<file path="src/rtl/neo_outlatch.sv">
// neo_outlatch: clock-synchronous 68k output-register latch.
// Resynchronises the asynchronous write strobe, rejects short lows with a
// low-time filter and writes one of 2**ADDR_W registers once per accepted low.
// Each register is either latched or self-reverting after PULSE_CYCLES clocks.
//
// Ports:
//   CLK_24M    in   sole clock, rising edge
//   RESET      in   synchronous, active-high reset
//   nBITWD     in   asynchronous write strobe, active low
//   M68K_ADDR  in   register select, stable while nBITWD is low
//   M68K_DATA  in   write data, stable while nBITWD is low
//   REG_OUT    out  register contents, register k at [k*DATA_W +: DATA_W]
//   WR_PULSE   out  one-clock pulse on bit k after register k is written
//   PULSE_ACT  out  bit k high while register k's revert counter is non-zero
module neo_outlatch #(
   parameter int unsigned       DATA_W       = 6,
   parameter int unsigned       ADDR_W       = 1,
   parameter int unsigned       SYNC_STAGES  = 2,
   parameter int unsigned       MIN_LOW      = 2,
   parameter int unsigned       PULSE_CYCLES = 0,
   parameter logic [DATA_W-1:0] RESET_VAL    = '0
) (
   input  logic                             CLK_24M,
   input  logic                             RESET,
   input  logic                             nBITWD,
   input  logic [ADDR_W-1:0]                M68K_ADDR,
   input  logic [DATA_W-1:0]                M68K_DATA,
   output logic [(2**ADDR_W)*DATA_W-1:0]    REG_OUT,
   output logic [(2**ADDR_W)-1:0]           WR_PULSE,
   output logic [(2**ADDR_W)-1:0]           PULSE_ACT
);

   localparam int unsigned NREG  = 2**ADDR_W;
   localparam int unsigned CNT_W = (PULSE_CYCLES > 0) ? $clog2(PULSE_CYCLES + 1) : 1;
   localparam int unsigned LOW_W = $clog2(MIN_LOW + 1);

   typedef enum logic [1:0] {
      WAIT_HIGH = 2'd0,
      ARMED     = 2'd1,
      LOW_CNT   = 2'd2,
      FIRED     = 2'd3
   } state_t;

   logic [SYNC_STAGES-1:0] sync_q;
   logic [SYNC_STAGES-1:0] vld_q;
   logic                   s_n;
   logic                   s_vld;
   state_t                 state_q;
   logic [LOW_W-1:0]       low_cnt_q;
   logic                   fire_c;
   logic [NREG-1:0]        wr_c;
   logic [CNT_W-1:0]       cnt_q   [NREG];
   logic [CNT_W-1:0]       cnt_nxt [NREG];

   // Strobe synchroniser; vld_q tracks which stages hold real samples rather
   // than the forced-high reset value, so a strobe already low at reset
   // release is not mistaken for a fresh high-to-low transition.
   always_ff @(posedge CLK_24M) begin
      if (RESET) begin
         sync_q <= '1;
         vld_q  <= '0;
      end else begin
         sync_q <= {sync_q[SYNC_STAGES-2:0], nBITWD};
         vld_q  <= {vld_q[SYNC_STAGES-2:0], 1'b1};
      end
   end

   assign s_n   = sync_q[SYNC_STAGES-1];
   assign s_vld = vld_q[SYNC_STAGES-1];

   // Write fires on the edge that completes MIN_LOW synchronised low samples.
   always_comb begin
      fire_c = 1'b0;
      if (!s_n) begin
         case (state_q)
            ARMED:   fire_c = (MIN_LOW == 32'd1);
            LOW_CNT: fire_c = ((32'(low_cnt_q) + 32'd1) >= MIN_LOW);
            default: fire_c = 1'b0;
         endcase
      end
   end

   // Strobe FSM: one write per low period, short lows rejected.
   always_ff @(posedge CLK_24M) begin
      if (RESET) begin
         state_q   <= WAIT_HIGH;
         low_cnt_q <= '0;
      end else begin
         case (state_q)
            WAIT_HIGH: begin
               if (s_vld && s_n) state_q <= ARMED;
            end
            ARMED: begin
               if (!s_n) begin
                  low_cnt_q <= LOW_W'(1);
                  state_q   <= (MIN_LOW == 32'd1) ? FIRED : LOW_CNT;
               end
            end
            LOW_CNT: begin
               if (s_n)         state_q   <= ARMED;
               else if (fire_c) state_q   <= FIRED;
               else             low_cnt_q <= low_cnt_q + LOW_W'(1);
            end
            FIRED: begin
               if (s_n) state_q <= ARMED;
            end
            default: state_q <= WAIT_HIGH;
         endcase
      end
   end

   // Per-register write select and revert-counter next value (write wins).
   always_comb begin
      wr_c = '0;
      for (int k = 0; k < NREG; k++) begin
         cnt_nxt[k] = cnt_q[k];
         wr_c[k]    = fire_c && (M68K_ADDR == ADDR_W'(k));
         if (wr_c[k])
            cnt_nxt[k] = CNT_W'(PULSE_CYCLES);
         else if (cnt_q[k] != '0)
            cnt_nxt[k] = cnt_q[k] - CNT_W'(1);
      end
   end

   // Register file, revert counters and status outputs.
   always_ff @(posedge CLK_24M) begin
      if (RESET) begin
         REG_OUT   <= {NREG{RESET_VAL}};
         WR_PULSE  <= '0;
         PULSE_ACT <= '0;
         for (int k = 0; k < NREG; k++) cnt_q[k] <= '0;
      end else begin
         WR_PULSE <= wr_c;
         for (int k = 0; k < NREG; k++) begin
            if (wr_c[k])
               REG_OUT[k*DATA_W +: DATA_W] <= M68K_DATA;
            else if (cnt_q[k] == CNT_W'(1))
               REG_OUT[k*DATA_W +: DATA_W] <= RESET_VAL;
            cnt_q[k]     <= cnt_nxt[k];
            PULSE_ACT[k] <= (cnt_nxt[k] != '0);
         end
      end
   end

endmodule

</file>
<file path="config.mk">
export PLATFORM = sky130hd
export DESIGN_NAME = neo_outlatch
export DESIGN_NICKNAME = d
export VERILOG_FILES = /design/src/rtl/neo_outlatch.sv
export SDC_FILE = /design/constraint.sdc
export NUM_CORES = 1
export LEC_CHECK = 0
export ABC_AREA = 1
export BUFFER_PORTS_ARGS = -buffer_cell sky130_fd_sc_hd__buf_2
export CAP_MARGIN = 0
export CORE_UTILIZATION = 49
export DETAILED_ROUTE_END_ITERATION = 8
export PLACE_DENSITY = 0.82
export SLEW_MARGIN = 20
export SYNTH_ARGS = -nofsm -noshare
export SYNTH_HDL_FRONTEND = slang
export SYNTH_SLANG_ARGS = --single-unit
</file>
<file path="constraint.sdc">
create_clock -name CLK_24M -period 1.7 [get_ports CLK_24M]
set_input_delay 0.34 -clock CLK_24M [delete_from_list [all_inputs] [get_ports CLK_24M]]
set_output_delay 0.34 -clock CLK_24M [all_outputs]
set_load 0.005 [all_outputs]
</file>
==> reports/qor.yml <==
detail-route-antenna-nets: 0
worst-path-max-fanout: 8
num_rows: 15
power_density_mw_per_mm2: 963
syn-cell-area_sq_um: 935
yosys_warnings: 0
hpwl_um: 1350
fin_crit_ns: 1.40
area_growth_pct: 17.8
pin_count: 26
numPortBuffers: 23
p_leak_nw: 0.522
clock-sinks: 22
route.detailed.drc: 0
critPathTopFamily: "flip-flops"
ctsHoldBuffers: 0
cpPeakStageDelay_ns: 0.37
peakVddDrop_mv: 0.791
clk_pin_slew_worst_paths_ns: 0.11
fmaxAchievable_mhz: 713
crit_type: "reg2reg"
cp.arrival_ns: 1.61
core_sq_mm: 0.00176
ys_ff_latch: 22
rsz0062_at_grt: "false"
postCtsSetupBuffers: 0
yosysSeqAreaShare_pct: 47.1
grt_pass1_vias: 712
wl_per_cell_um: 10.4
slew_viol_final: 0
worstPathCellList: "inv_1, ha_1, inv_2, nor2_4, nand3_4, o21ai_0, nor2_1"
hp-class: "in2reg"
gp_congestion: 0.803
overflow: 0
avgSynthCellArea_sq_um: 8.27
cts_buffers: 3
dieWidth_um: 45.7
wl_um: 1700
drv_cap: 0
start_util_pct: 53.0
setup_viol: 0
finalCritPeriodShare_pct: 82.5
cts_resized: 0
drive_gt1_share_pct: 29.0
drt_first_pass_iters: 5
grt_util_all_layers_pct: 21.0
critPathSlowestCell: "dfxtp_1"
finalHoldViolations: 0
vias: 746
die_area_sq_mm: 0.00209
worst_hold_slack_ns: 0.213
antenna_cells: 0
grt_max_degree: 17
nFillCells: 170
cp.required_ns: 1.91
fin_skew_ns: 0.00213
htreeDepth: 1
outcome: "completed"
report.power.total_mw: 1.06
cts_tree: "done"
start_kind: "register"
antenna_found_initial: 0
grt_pass1_wl_um: 3110
root_buffer: "clkbuf_4"
drt-initial-drc-count: 13
crit_path_end_kind: "register"
final.setup.tns_ns: 0
clk_latency_ns: 0.30
cp.buffers_inverters: 2
synth_cells: 113
dieHeight_um: 45.7
vias_per_cell: 4.58
synth_cell_type_count: 18
cts.path.max_buffers: 2
nNetsFinal: 155
==> routing by layer <==
metal	vias up	global-route usage, %	part of all wire (%)
li1	399	-	-
met1	320	26.0	41
met2	23	35.4	53
met3	4	2.38	3.7
met4	0	10.9	1.6
met5	-	0	0
==> synth_stat cells <==
cell / instances / area, sq um
a21oi_1: 2 / 10.0
buf_2: 1 / 5.00
buf_4: 2 / 15.0
clkinv_4: 2 / 17.5
conb_1: 1 / 3.75
dfxtp_1: 22 / 440
ha_1: 6 / 75.1
inv_1: 9 / 33.8
inv_2: 2 / 7.51
nand2_1: 10 / 37.5
nand2_2: 2 / 12.5
nand3_1: 2 / 10.0
nand3_2: 1 / 10.0
nand3_4: 2 / 35.0
nor2_1: 31 / 116
nor2_4: 2 / 22.5
o21ai_0: 14 / 70.1
or2_2: 2 / 12.5
==> final cells by class <==
class / count / area, sq um / area share [%]
sequential: 22 / 440 / 40.0
multi-input combinational: 76 / 419 / 38.1
timing repair buffer: 23 / 115 / 10.5
inverter: 13 / 58.8 / 5.34
clock buffer: 4 / 36.3 / 3.30
tap: 25 / 31.3 / 2.84
==> sequential cells by signal, summed over array words and instances (netlist names) <==
signal / cells
low_cnt_q: 2
vld_q: 2
sync_q: 2
REG_OUT: 12
WR_PULSE: 2
state_q: 2
==> stage by stage <==
stage	cells	cell area, sq um	utilization [%]	setup slack (ns)
CTS	163	1100	62.4	0.275
floorplan	114	938	-	0.475
finish	163	1100	62.4	0.297
global route	163	1100	62.4	0.139
global placement	159	1060	60.4	0.374
detailed placement	159	1060	60.4	0.294
==> final timing paths <==
kind                                  from  slack (ns)  depth (start not counted)    endpoint
worst min-delay path                nBITWD        0.21                          2   sync_q[0]
worst max register to register  state_q[0]        0.30                          7  REG_OUT[6]
worst min register to register    vld_q[0]        0.43                          2    vld_q[1]
worst max-delay path            state_q[0]        0.30                          7  REG_OUT[6]
==> cells in the final DEF (no fill, tap or decap), drive strengths merged <==
cell	n
a21oi	2
buf	23
clkbuf	4
clkinv	2
conb	2
dfxtp	22
ha	6
inv	11
nand2	12
nand3	5
nor2	33
o21ai	14
or2	2
==> cells by family after synthesis <==
group,Yosys count,share of synthesized area [%]
flops,22,47.1
compound gates,16,8.57
buf+inv,16,8.43
simple gates,52,27.4
other cells,1,0.401
fa+ha+maj,6,8.03
==> where the power goes <==
part	switching [mW]	internal (mW)	total, mW
combinational	0.132	0.0826	0.215
clock	0.150	0.131	0.281
sequential	0.0233	0.541	0.564
No activity file was read; power rests on OpenSTA's default activity.
